### src/rtl/seg7_scan_driver.sv
// seg7_scan_driver: 8-digit multiplexed hex display with frame-latched data; define LEADING_ZERO_BLANK_EN to darken leading zeros.
// Latency: SEG/AN registered one cycle after scan state; no backpressure, disp_load is always accepted.
module seg7_scan_driver #(
  parameter int SCAN_DIV  = 100000,
  parameter int BLANK_CYC = 2000
) (
  input  logic        clk,
  input  logic        RST,
  input  logic [31:0] disp_data,
  input  logic        disp_load,
  input  logic [7:0]  dp_mask,
  input  logic [7:0]  digit_en,
  output logic [7:0]  SEG,
  output logic [7:0]  AN,
  output logic        frame_done
);

  localparam int PW = (SCAN_DIV > 1) ? $clog2(SCAN_DIV) : 1;

  logic [PW-1:0] presc;
  logic [2:0]    idx;
  logic [31:0]   pending;
  logic [31:0]   active;
  logic          pend_valid;
  logic          tc;
  logic          frame_end;
  logic [3:0]    nib;
  logic          show;
  logic [7:0]    seg_nxt;
  logic [7:0]    an_nxt;

  function automatic logic [6:0] font(input logic [3:0] v);
    logic [6:0] f;
    case (v)
      4'h0: f = 7'h40;
      4'h1: f = 7'h79;
      4'h2: f = 7'h24;
      4'h3: f = 7'h30;
      4'h4: f = 7'h19;
      4'h5: f = 7'h12;
      4'h6: f = 7'h02;
      4'h7: f = 7'h78;
      4'h8: f = 7'h00;
      4'h9: f = 7'h10;
      4'hA: f = 7'h08;
      4'hB: f = 7'h03;
      4'hC: f = 7'h46;
      4'hD: f = 7'h21;
      4'hE: f = 7'h06;
      default: f = 7'h0E;
    endcase
    return f;
  endfunction

  assign tc        = (presc == PW'(SCAN_DIV - 1));
  assign frame_end = tc && (idx == 3'd7);

`ifdef LEADING_ZERO_BLANK_EN
  logic [2:0] msd;
`endif

  always_comb begin
    nib  = active[4*idx +: 4];
    show = digit_en[idx] && !(32'(presc) < BLANK_CYC);
`ifdef LEADING_ZERO_BLANK_EN
    // Highest non-zero nibble; digit 0 stays lit even when active is zero.
    msd = 3'd0;
    for (int i = 1; i < 8; i++) begin
      if (active[4*i +: 4] != 4'h0) msd = 3'(i);
    end
    if (idx > msd) show = 1'b0;
`endif
    seg_nxt = 8'hFF;
    an_nxt  = 8'hFF;
    if (show) begin
      seg_nxt = {~dp_mask[idx], font(nib)};
      an_nxt  = ~(8'h01 << idx);
    end
  end

  always_ff @(posedge clk) begin
    if (!RST) begin
      presc      <= '0;
      idx        <= 3'd0;
      pending    <= 32'h0;
      active     <= 32'h0;
      pend_valid <= 1'b0;
      SEG        <= 8'hFF;
      AN         <= 8'hFF;
      frame_done <= 1'b0;
    end else begin
      presc      <= tc ? '0 : presc + PW'(1);
      if (tc) idx <= idx + 3'd1;
      frame_done <= frame_end;
      SEG        <= seg_nxt;
      AN         <= an_nxt;
      // Swap only at the frame boundary so a frame never mixes old and new nibbles.
      if (frame_end) begin
        if (disp_load)       active <= disp_data;
        else if (pend_valid) active <= pending;
        pend_valid <= 1'b0;
      end else if (disp_load) begin
        pending    <= disp_data;
        pend_valid <= 1'b1;
      end
    end
  end

endmodule

### config.mk
export PLATFORM = sky130hd
export DESIGN_NAME = seg7_scan_driver
export DESIGN_NICKNAME = d
export VERILOG_FILES = /design/src/rtl/seg7_scan_driver.sv
export SDC_FILE = /design/constraint.sdc
export NUM_CORES = 1
export LEC_CHECK = 0
export ABC_AREA = 1
export CAP_MARGIN = 0
export CELL_PAD_IN_SITES_DETAIL_PLACEMENT = 0
export CELL_PAD_IN_SITES_GLOBAL_PLACEMENT = 2
export CORE_MARGIN = 4
export CORE_UTILIZATION = 32
export DETAILED_ROUTE_END_ITERATION = 16
export DONT_BUFFER_PORTS = 1
export PLACE_DENSITY_LB_ADDON = 0.1
export SLEW_MARGIN = 20
export SYNTH_ARGS = -nofsm -noshare
export SYNTH_HDL_FRONTEND = slang
export SYNTH_SLANG_ARGS = --single-unit
### constraint.sdc
create_clock -name clk -period 2.11 [get_ports clk]
set_clock_uncertainty 0.15 [all_clocks]
set_input_delay 0.422 -clock clk [delete_from_list [all_inputs] [get_ports clk]]
set_output_delay 0.422 -clock clk [all_outputs]
set_load 0.03 [all_outputs]
---- Word level (Yosys, flattened, before mapping) ----
Memories as Yosys holds them, arrays and structs flattened. A register that Yosys moved wholly into a read port is not among the register bits.
Cells that the tools add are included.
word-level totals
  ROM bits ................................ 112
  memories kept ........................... 1
  input port bits ......................... 51
  register bits after elaboration ......... 102
memory list
  memory            depth  bits a word  read ports  clocked after memory_dff  wr ports  line  text
  (name not given)  16     7            1           1                         0         34    case (v)
operators by class
  shift operators ......................... 2
  reduce and logical (&&, ||, !) cells .... 10
  eq/ne operators ......................... 2
  muxes and demuxes ....................... 6
  $add $sub $neg .......................... 2
  bitwise gates (word level) .............. 4
  $lt $le $gt $ge ......................... 2
operators with widths
  cell                                                                             number
  32-bit 2-to-1 mux                                                                2
  32-bit by 6-bit variable part select with 4-bit output                           1
  17-bit by 1-bit adder with 17-bit output (second input constant)                 1
  17-bit equality test (second input constant)                                     1
  17-bit by 11-bit less-than comparator with 1-bit output (second input constant)  1
  8-bit NOT                                                                        1
  1-bit by 3-bit << shifter with 8-bit output (first input constant)               1
  1-bit binary-select mux with 3-bit select                                        2
  2-bit AND reduction                                                              3
  3-bit by 4-bit less-than comparator with 1-bit output (second input constant)    1
  2-bit OR reduction                                                               2
  3-bit by 1-bit adder with 3-bit output (second input constant)                   1
  3-bit equality test (second input constant)                                      1
  1-bit NOT                                                                        3
  1-bit logical AND                                                                2
  1-bit logical NOT                                                                2
  1-bit 2-to-1 mux                                                                 2
  2-bit nonzero test                                                               1

---- Longest topological paths before layout ----
  depth after elaboration ................. 5
  mapped depth ............................ 13

---- Worst setup path before layout ----
No wires, ideal clock.
  path type ............................... flip-flop to flip-flop
  from .................................... register idx[0]
  to ...................................... register SEG[3]
  stages on the path, launching flop included .. 13
  setup time .............................. 0.122 ns
  arrival time ............................ 1.799 ns
  path slack .............................. 0.039 ns
  cell sequence ........................... dfxtp_1 > buf_4 > buf_4 > nand2_1 > nand3_1 > nand2_1 > o21ai_0 > inv_1 > ha_1 > nand3_1 > nand2_1 > nand2_1 > nand3_1
on the way
  longest elaborated chain between the ends .. 5
  elaborated cells on any way between the ends .. 6
ends and longest elaborated chain
  element                                    line  text
  start: declaration                         21    logic [2:0] idx;
  start signal: assignment                   93    if (tc) idx <= idx + 3'd1;
  1-bit binary-select mux with 3-bit select  64    show = digit_en[idx] && !(32'(presc) < BLANK_CYC);
  1-bit 2-to-1 mux (implied by the code)     64
  1-bit logical AND                          64
  2-bit AND reduction (no line)              --
  1-bit logical NOT (no line)                --
  end: declaration                           13    output logic [7:0] SEG,
Several ways; a longest one is shown, not always the timed one. The select of a mux whose other input is x is not followed.
A chain may end at the register's enable or synchronous reset.

---- Final worst setup path ----
  from .................................... register idx[0]
  to ...................................... register SEG[5]
Same word-level chain as after synthesis.

==> metrics.md <==
| Metric | Value |
|---|---|
| Outcome | `completed` |
| Max clock buf depth | `2` |
| Setup crit end | `SEG[5]` |
| Root Driver | `clkbuf_16` |
| Commonest non-fill, non-tap cells in the layout | `nand2_1 (203), nor2_1 (136), dfxtp_1 (100)` |
| Top layer reached by signal wires | `met4` |
| Clk pin slew, worst setup/hold paths | `0.07 ns` |
| Largest net degree at the start of global routing | `98` |
| Total global-route track usage | `14.9%` |
| Area grow syn2layout | `10.2%` |
| Fmax | `0.514 GHz` |
| Final Wtd Congestion | `0.794` |
| Yosys reg bits | `102` |
| Crit. End Element | `register` |
| Synth unique cells | `30` |
| Post-Layout Inst Area | `5800 sq um` |
| CP arrival | `2.04 ns` |
| TritonRoute pass-1 iters | `4` |
| Startpoint types | `register` |
| Total Wirelength | `13.1 mm` |
| Non-Filler Instances | `964` |
| Vias | `4444` |
| RR Startpoint | `idx[0]` |
| Syn_area_per_cell | `6.98 sq um` |
| Die Width | `136 um` |
| Sequential area share after synthesis | `38.8%` |
| Final Max Slew Viols | `0` |
| Routed WL per cell | `13.6 um` |
| Worst Reg-to-Reg Cells | `11` |
| Global-route wire length before repair | `22.1 mm` |
| Cells after DPL | `943` |
| Clk Latency, worst-skew pair | `0.35 ns` |
| Setup TNS | `0 ns` |
| Die height | `136 um` |
| Initial antenna violation count | `0` |
| Core area | `16000 sq um` |
| CP startpoint | `idx[0]` |
| Post-route DRC | `0` |
| Mapped cell area | `5270 sq um` |
| Met2 WL | `6.34 mm` |
| Worst path required time | `2.20 ns` |
| Fillers | `1793` |
| Synth area leaders | `dfxtp_1 (39%), nand2_1 (15%), nor2_1 (9.7%)` |
| 1st-iter DRT viols | `200` |
| Syn nets | `818` |
| I/O pins | `68` |
| # hold bufs at CTS | `0` |
| Total gr overflow | `0` |
| Peak supply drop | `0.447 mV` |
| Nets | `806` |
| Port-buffer cells | `0` |
| Fin crit share | `92.1%` |
| Yosys warnings | `0` |
| Sink Count | `102` |
| RSZ-0062 raised after global routing | `no` |
| H-tree levels | `3` |
| Die Area | `18600 sq um` |
| Most common cell after layout, fill and taps aside | `nand2_1` |
| Worst Hold Class | `in -> reg` |
| Detail Placement HPWL | `9.12 mm` |
| Total CTS buffers | `9` |
| Leak Pwr | `2.62 nW` |
| Period minus WS final | `1.94 ns` |
| Share of cells above drive strength 1 | `11.2%` |
| FF-to-FF End | `SEG[5]` |
| CTS tree | `yes` |
| Yosys top cell area share | `38.8%` |
| Number of global-route vias before repair | `4422` |
| Slew headroom | `75.2%` |
| Max FO, Critical Path | `16` |
| Max Cap Viol | `0` |
| Hold path startpoint | `RST` |
| Setup-failing EPs final | `0` |
| ANT nets after route | `0` |
| Initial core utilization | `32.9%` |
| Mapped Cells | `755` |
| Routed wl met3 | `482 um` |
| Power Density | `668 nW/um^2` |
| Worst Tran Pin Value | `0.369 ns` |
| Final hold vios | `0` |
| Setup Crit Path Kind | `reg -> reg` |
| Largest area contributor in the netlist | `dfxtp_1` |
| Ant diodes | `0` |
| Post-DP Area | `5450 sq um` |
| Row count | `46` |
| Met1 Wirelength | `6.12 mm` |
| Register-to-register setup slack | `0.17 ns` |
| Vias per inst | `4.61` |
## power by group
group	total (mW)	internal, mW	switching, mW	leakage [nW]
Combinational	0.179	0.108	0.0707	1.64
Clock	1.70	0.948	0.755	0.148
Sequential	1.99	1.97	0.0227	0.833
## registers in the layout, summed over array words and instances, names as in the netlist
register / count
AN: 8
SEG: 8
active: 32
frame_done: 1
idx: 3
pend_valid: 1
pending: 32
presc: 17
## logic make-up after synthesis
kind of cell | after synthesis | share of synthesized area (%)
XOR/XNOR | 4 | 0.665
adder cells (fa/ha/maj) | 12 | 2.85
AND/OR/NAND/NOR | 444 | 36.4
buffers and inverters | 104 | 8.84
AO/OA/AOI/OAI | 57 | 5.68
multiplexers | 32 | 6.84
flip-flops | 102 | 38.8
## critical path: stages, from the launching register on
cell and delay (ns):
dfxtp_2 0.39, buf_12 0.16, nand2_1 0.06, nand3_1 0.09, nand3_1 0.12, nand2_2 0.15, inv_1 0.09, ha_1 0.25
nand3_1 0.11, nor2_1 0.05, nor2_1 0.14, nand2_1 0.06
## per-stage QoR
stage / setup WS, ns / util, % / power [mW] / hold slack, ns
floorplan: 0.0390 / - / 2.23 / 0.268
finish: 0.166 / 36.3 / 3.88 / 0.0703
global placement: 0.00621 / 34.1 / 2.22 / 0.281
CTS: 0.0223 / 36.0 / 3.97 / 0.0351
global route: 0.00596 / 36.3 / 4.06 / 0.0491
detailed placement: 0.00991 / 34.1 / 2.22 / 0.307
## cell type report
cell class                      instances  area (sq um)  area share, %
Sequential cell                       102          2050           35.3
Clock inverter                          6          61.3           1.06
Tap cell                              216           270           4.66
Timing Repair Buffer                   19           180           3.10
Multi-Input combinational cell        549          2770           47.7
Inverter                               62           239           4.12
Clock buffer                           10           239           4.12
## cell usage after synthesis
library cell / instances
nand2_2: 3
a21oi_1: 46
a32o_1: 2
nand4_1: 2
nor2_1: 136
buf_6: 6
nand3_4: 1
and3_1: 1
nand3b_1: 32
xor2_1: 4
clkbuf_1: 13
mux2_2: 32
buf_1: 5
buf_2: 15
nand2_1: 204
a31oi_1: 1
clkinv_1: 1
nor3_1: 5
dfxtp_1: 102
inv_1: 57
nor2_4: 2
nor3b_1: 1
ha_1: 12
a211oi_1: 1
nor4_1: 1
buf_4: 3
or2_2: 2
nand3_1: 54
o21ai_0: 7
inv_2: 4
## worst min path at each step
stage / endpoint / slack, ns / depth (start not counted)
after detailed placement: presc[0] / 0.31 / 1
after floorplan: presc[0] / 0.27 / 1
after CTS: pending[19] / 0.04 / 2
final: active[20] / 0.07 / 2
after global routing: pending[22] / 0.05 / 2
after global placement: presc[0] / 0.28 / 1
## metal layers
layer / global-route usage [%] / vias up
li1: - / 2356
met1: 18.5 / 2024
met2: 25.5 / 54
met3: 3.59 / 10
met4: 4.93 / 0
met5: 0 / -
## timing repair
item,CTS,global route
endpoints found under the setup margin,1,28
pin swaps,0,0
gates cloned,0,0
gates resized for setup,1,6
setup buffers,0,5
hold endpoints to repair,0,0
Note: power is estimated with default switching activity, not from simulation.
